<file path="src/rtl/spi_master_pkg.sv">
// Shared definitions for the SPI master: FSM state encoding and default sizing.
package spi_master_pkg;

    localparam int DEFAULT_DATA_W   = 8;
    localparam int DEFAULT_HALF_DIV = 4;

    typedef enum logic [2:0] {
        IDLE     = 3'd0,
        SETUP    = 3'd1,
        SHIFT_HI = 3'd2,
        SHIFT_LO = 3'd3,
        HOLD     = 3'd4
    } spi_state_t;

endpackage

</file>
<file path="src/rtl/spi_master_clk_div.sv">
// Half-period timer for the SPI master. While enabled it emits a one-cycle
// tick every HALF_DIV clocks; the count wraps to zero on each tick, which is
// exactly when the master changes state, and is held at zero when disabled.
module spi_master_clk_div #(
    parameter int HALF_DIV = 4
) (
    input  logic CLK,
    input  logic RST_N,
    input  logic i_enable,
    output logic o_tick
);

    localparam int CNT_W = $clog2(HALF_DIV + 1);
    localparam logic [CNT_W-1:0] LAST_COUNT = CNT_W'(HALF_DIV - 1);

    logic [CNT_W-1:0] r_count;
    logic             w_atLast;

    assign w_atLast = (r_count == LAST_COUNT);
    assign o_tick   = i_enable && w_atLast;

    // Count cycles within the current half-period; restart on tick or when idle.
    always_ff @(posedge CLK or negedge RST_N) begin
        if (!RST_N) begin
            r_count <= '0;
        end else if (!i_enable || w_atLast) begin
            r_count <= '0;
        end else begin
            r_count <= r_count + 1'b1;
        end
    end

endmodule

</file>
<file path="src/rtl/spi_master.sv">
// Byte-oriented SPI master: SLK idles low, the slave samples MOSI on SLK rise,
// MISO is captured on SLK fall, CS is active high. One frame per accepted start.
module spi_master
    import spi_master_pkg::*;
#(
    parameter int DATA_W   = DEFAULT_DATA_W,
    parameter int HALF_DIV = DEFAULT_HALF_DIV
) (
    input  logic              CLK,
    input  logic              RST_N,
    input  logic              start,
    input  logic [DATA_W-1:0] tx_data,
    output logic              busy,
    output logic              done,
    output logic [DATA_W-1:0] rx_data,
    output logic              SLK,
    output logic              MOSI,
    output logic              CS,
    input  logic              MISO
);

    localparam int BIT_W = $clog2(DATA_W + 1);
    localparam logic [BIT_W-1:0] LAST_BIT  = BIT_W'(DATA_W - 1);
    localparam logic [BIT_W-1:0] ALL_BITS  = BIT_W'(DATA_W);

    spi_state_t        r_state;
    logic [DATA_W-2:0] r_tx;
    logic [DATA_W-1:0] r_rx;
    logic [BIT_W-1:0]  r_bitCnt;
    logic              r_busy;
    logic              r_done;
    logic [DATA_W-1:0] r_rxData;
    logic              r_slk;
    logic              r_mosi;
    logic              r_cs;
    logic              w_tick;
    logic              w_divEnable;

    assign w_divEnable = (r_state != IDLE);

    spi_master_clk_div #(
        .HALF_DIV (HALF_DIV)
    ) u_clkDiv (
        .CLK      (CLK),
        .RST_N    (RST_N),
        .i_enable (w_divEnable),
        .o_tick   (w_tick)
    );

    assign busy    = r_busy;
    assign done    = r_done;
    assign rx_data = r_rxData;
    assign SLK     = r_slk;
    assign MOSI    = r_mosi;
    assign CS      = r_cs;

    // Frame sequencer: the MSB goes out on acceptance, the rest of the word is
    // held in r_tx and only advances on SLK fall so MOSI is stable across rises.
    always_ff @(posedge CLK or negedge RST_N) begin
        if (!RST_N) begin
            r_state  <= IDLE;
            r_tx     <= '0;
            r_rx     <= '0;
            r_bitCnt <= '0;
            r_busy   <= 1'b0;
            r_done   <= 1'b0;
            r_rxData <= '0;
            r_slk    <= 1'b0;
            r_mosi   <= 1'b0;
            r_cs     <= 1'b0;
        end else begin
            r_done <= 1'b0;
            case (r_state)
                IDLE: begin
                    if (start) begin
                        r_tx     <= tx_data[DATA_W-2:0];
                        r_mosi   <= tx_data[DATA_W-1];
                        r_rx     <= '0;
                        r_bitCnt <= '0;
                        r_cs     <= 1'b1;
                        r_busy   <= 1'b1;
                        r_state  <= SETUP;
                    end
                end
                SETUP: begin
                    if (w_tick) begin
                        r_slk   <= 1'b1;
                        r_state <= SHIFT_HI;
                    end
                end
                SHIFT_HI: begin
                    if (w_tick) begin
                        r_slk    <= 1'b0;
                        r_rx     <= {r_rx[DATA_W-2:0], MISO};
                        r_bitCnt <= r_bitCnt + 1'b1;
                        if (r_bitCnt != LAST_BIT) begin
                            r_mosi <= r_tx[DATA_W-2];
                            r_tx   <= r_tx << 1;
                        end
                        r_state <= SHIFT_LO;
                    end
                end
                SHIFT_LO: begin
                    if (w_tick) begin
                        if (r_bitCnt == ALL_BITS) begin
                            r_state <= HOLD;
                        end else begin
                            r_slk   <= 1'b1;
                            r_state <= SHIFT_HI;
                        end
                    end
                end
                HOLD: begin
                    if (w_tick) begin
                        r_cs     <= 1'b0;
                        r_busy   <= 1'b0;
                        r_done   <= 1'b1;
                        r_rxData <= r_rx;
                        r_state  <= IDLE;
                    end
                end
                default: begin
                    r_state <= IDLE;
                end
            endcase
        end
    end

endmodule

</file>
<file path="config.mk">
export PLATFORM = sky130hd
export DESIGN_NAME = spi_master
export DESIGN_NICKNAME = d
export VERILOG_FILES = /design/src/rtl/spi_master_pkg.sv /design/src/rtl/spi_master_clk_div.sv /design/src/rtl/spi_master.sv
export SDC_FILE = /design/constraint.sdc
export NUM_CORES = 1
export LEC_CHECK = 0
export CORE_MARGIN = 10
export CORE_UTILIZATION = 34
export CTS_CLUSTER_SIZE = 20
export DETAILED_ROUTE_END_ITERATION = 6
export PLACE_DENSITY_LB_ADDON = 0.15
export SLEW_MARGIN = 20
export SYNTH_ARGS = -nofsm -noshare
export SYNTH_HDL_FRONTEND = slang
export SYNTH_SLANG_ARGS = --single-unit
</file>
<file path="constraint.sdc">
create_clock -name CLK -period 1.75 [get_ports CLK]
set_input_delay 0.525 -clock CLK [delete_from_list [all_inputs] [get_ports CLK]]
set_output_delay 0.525 -clock CLK [all_outputs]
set_load 0.005 [all_outputs]
</file>
==> results of run 1 <==
==> kinds of logic after synthesis <==
group,after synthesis,synth area share (%)
AO/OA/AOI/OAI,21,11.1
AND/OR/NAND/NOR,23,8.94
XOR/XNOR,1,0.530
flip-flops,37,56.1
multiplexers,25,17.0
buffers and inverters,12,3.41
adder cells (fa/ha/maj),4,3.03
==> per-stage QoR <==
stage | TNS [ps] | utilization [%] | hold WS, ps | std cells | total power, mW
after global placement | -6630 | 43.3 | 416 | 220 | 2.19
final | 0 | 47.7 | 185 | 228 | 3.16
after CTS | 0 | 46.6 | 208 | 228 | 3.14
after detailed placement | -7390 | 43.3 | 432 | 220 | 2.23
after floorplan | -197 | - | 229 | 123 | 1.87
after global routing | -189 | 47.7 | 219 | 228 | 3.38
==> state kept, by name, indices dropped and copies added, names as in the netlist <==
| name | cells |
|---|---|
| r_rx | 8 |
| rx_data | 8 |
| r_tx | 7 |
| r_bitCnt | 4 |
| r_state | 3 |
| u_clkDiv.r_count | 3 |
| CS | 1 |
| MOSI | 1 |
| SLK | 1 |
| done | 1 |
==> how the worst max path moves through the flow <==
stage / cells past startpoint / to / startpoint / slack [ps]
after CTS: 6 / r_tx[0] / u_clkDiv.r_count[0] / 8
after detailed placement: 4 / r_bitCnt[0] / start / -400
after global placement: 4 / r_bitCnt[0] / start / -380
after global routing: 5 / r_tx[0] / r_bitCnt[0] / -30
after floorplan: 4 / MOSI / r_bitCnt[0] / -20
final: 5 / r_tx[0] / r_bitCnt[0] / 50
==> layer usage <==
layer  global-route usage, %  routed length [um]  up-vias
met5                       0                   0        -
met4                    3.90                  43        0
met3                    3.52                 161        4
met2                    13.8                1510       20
met1                    10.2                1370      530
li1                        -                   -      524
==> repair_timing <==
action,CTS,global route
setup endpoints to repair,28,31
hold endpoints to repair,0,0
resized for setup,6,10
==> cells in the final DEF (no fill, tap or decap), drive strengths merged, types with 3 or more instances in the layout <==
master and instances:
nand2 3, nand3b 3, dfrtp 37, buf 15
dlymetal6s2s 3, nor2 4, o21ai 3, mux2 24
clkbuf 5, clkdlybuf4s50 20, a22o 10, inv 4
ha 4
==> power by group <==
group          switching [mW]  internal (mW)  leakage [nW]
sequential              0.169           1.09         0.475
combinational           0.411          0.632         0.436
clock                   0.293          0.566        0.0681
total                   0.873           2.28         0.979
==> area by class of cell <==
class | count | area share, %
sequential | 37 | 41.2
multi-input combinational | 74 | 32.3
timing repair buffer | 38 | 16.2
tap | 67 | 3.72
clock buffer | 5 | 3.06
clock inverter | 3 | 2.89
inverter | 4 | 0.667
==> flow_summary_export.csv, run 1 <==
group,metric,value,unit
grt,grt_max_degree,21,
sta,maxSlewViolCount,0,
clock_network,cts_max_level,2,
routing,via_per_inst,4.73,
grt,grt_usage,8.73,%
clock_network,cts_tree,"done",
critical_path,r2r_end,"r_tx[0]",
grt,antenna_found_initial,0,
clock_network,cts_hold_buf,0,
critical_path,startpoint_type,"flop",
worst_hold_path,hp-class,"in2async",
sta,fin_crit_sh,97.2,%
clock_network,clk_latency,290,ps
placement,post-place-ws,-396,ps
critical_path,r2r_start,"r_bitCnt[0]",
synth,synthDistinctLibCells,31,
floorplan,chipWidth,89.7,um
cells_and_area,final_area,2250,um^2
routing,vias,1078,
sta,slew_headroom,69.0,%
synth,yosys-top-cells-count,"dfrtp_1, mux2_2, a22o_1",
sta,final_hold_viol_count,0,
clock_network,clk_pin_slew,70,ps
grt,grt-ovfl-total,0,
sta,fmax,588,MHz
critical_path,r2r.worst_path.cells,5,
clock_network,cts.sinks,37,
cells_and_area,fill_cells,431,
synth,syn_area,1650,um^2
synth,synth_top_area_share,56.1,%
critical_path,cp-end-kind,"flop",
cells_and_area,area_growth,36.4,%
status,status,"completed",
cells_and_area,seq_area,927,um^2
synth,synth_area_leaders,"dfrtp_1, mux2_2, a22o_1",
placement,gp_congestion,0.739,
floorplan,ios,25,
sta,setup_slack,48.3,ps
placement,hpwl,2330,um
grt,grt_pass1_vias,1135,
floorplan,initial_core_util,35.0,%
floorplan,coreArea,4720,um^2
synth,synth_edf_count,0,
clock_network,root_buffer,"clkbuf_8",
synth,syn-num-nets,139,
clock_network,clockBufferDepth,2,
routing,avgRoutedWirePerCell,13.5,um
synth,yosysMostFrequentCell,"dfrtp_1",
critical_path,cpLargestDelayFamily,"flip-flops",
critical_path,worst_path_max_delay_cell,"dfrtp_1",
critical_path,worst_ep_arrival_time,1880,ps
grt,grt_pass1_wl,5310,um
floorplan,die_h,89.7,um
routing,drt_iter0_markers,53,
critical_path,worstPathRequired,1930,ps
sta,finalSetupViolations,0,
synth,synth.avg_cell_area,13.4,um^2
sta,finalCriticalPeriod,1700,ps
critical_path,path_buf_inv,1,
synth,yosysWarnings,0,
routing,drc,0,
sta,clock_skew,3.59,ps
pwr,p_leak,0.979,nW
cells_and_area,drive_gt1_share,36.6,%
cells_and_area,fin_nets,176,
pwr,ir_drop,0.000621,V
synth,synth_cells,123,
critical_path,r2r_slack,50,ps
critical_path,crit_fanout,8,
placement,placed_area,2050,um^2
run,drv_cap,0,
routing,totalWireLength,3080,um
cells_and_area,diodes,0,
clock_network,cts_made_buffers,5,
clock_network,post_cts_buffers,0,
synth,synth_ff_type,"dfrtp_1",
synth,synth_top_area_cell,"dfrtp_1",
critical_path,crit_chain,"ha_2 -> and3b_1 -> a2111oi_4 -> buf_6 -> mux2_2",
routing,firstDrtPassIters,4,
sta,worst_pin_slew,464,ps
pwr,power_density,1400,nW/um^2
critical_path,cpPeakStageDelay,390,ps
sta,rsz0062_at_grt,"yes",
synth,async_flop_share,100,%
placement,portBuffers,24,
cells_and_area,multiInputGateArea,728,um^2
synth,synth_seq_area_share,56.1,%
floorplan,die_area,8050,um^2
critical_path,worstSetupPathType,"reg2reg",
routing,drtAntennaViolNets,0,
synth,postSynthRegisterBits,37,
floorplan,num_rows,25,
Power figures use the tool's default switching activity.
==> inputs of run 2 (changes only) <==
--- a/config.mk
+++ b/config.mk
@@ -7,6 +7,7 @@
 export LEC_CHECK = 0
 export CORE_MARGIN = 10
 export CORE_UTILIZATION = 34
+export CTS_CLUSTER_DIAMETER = 120
 export CTS_CLUSTER_SIZE = 20
 export DETAILED_ROUTE_END_ITERATION = 6
 export PLACE_DENSITY_LB_ADDON = 0.15
==> results of run 2 <==
The final DEF is identical to that of run 1; final timing and power are the same.
==> inputs of run 3 (changes only) <==
--- a/config.mk
+++ b/config.mk
@@ -7,7 +7,6 @@
 export LEC_CHECK = 0
 export CORE_MARGIN = 10
 export CORE_UTILIZATION = 34
-export CTS_CLUSTER_DIAMETER = 120
 export CTS_CLUSTER_SIZE = 20
 export DETAILED_ROUTE_END_ITERATION = 6
 export PLACE_DENSITY_LB_ADDON = 0.15
==> results of run 3 <==
The final DEF is identical to that of run 1; final timing and power are the same.
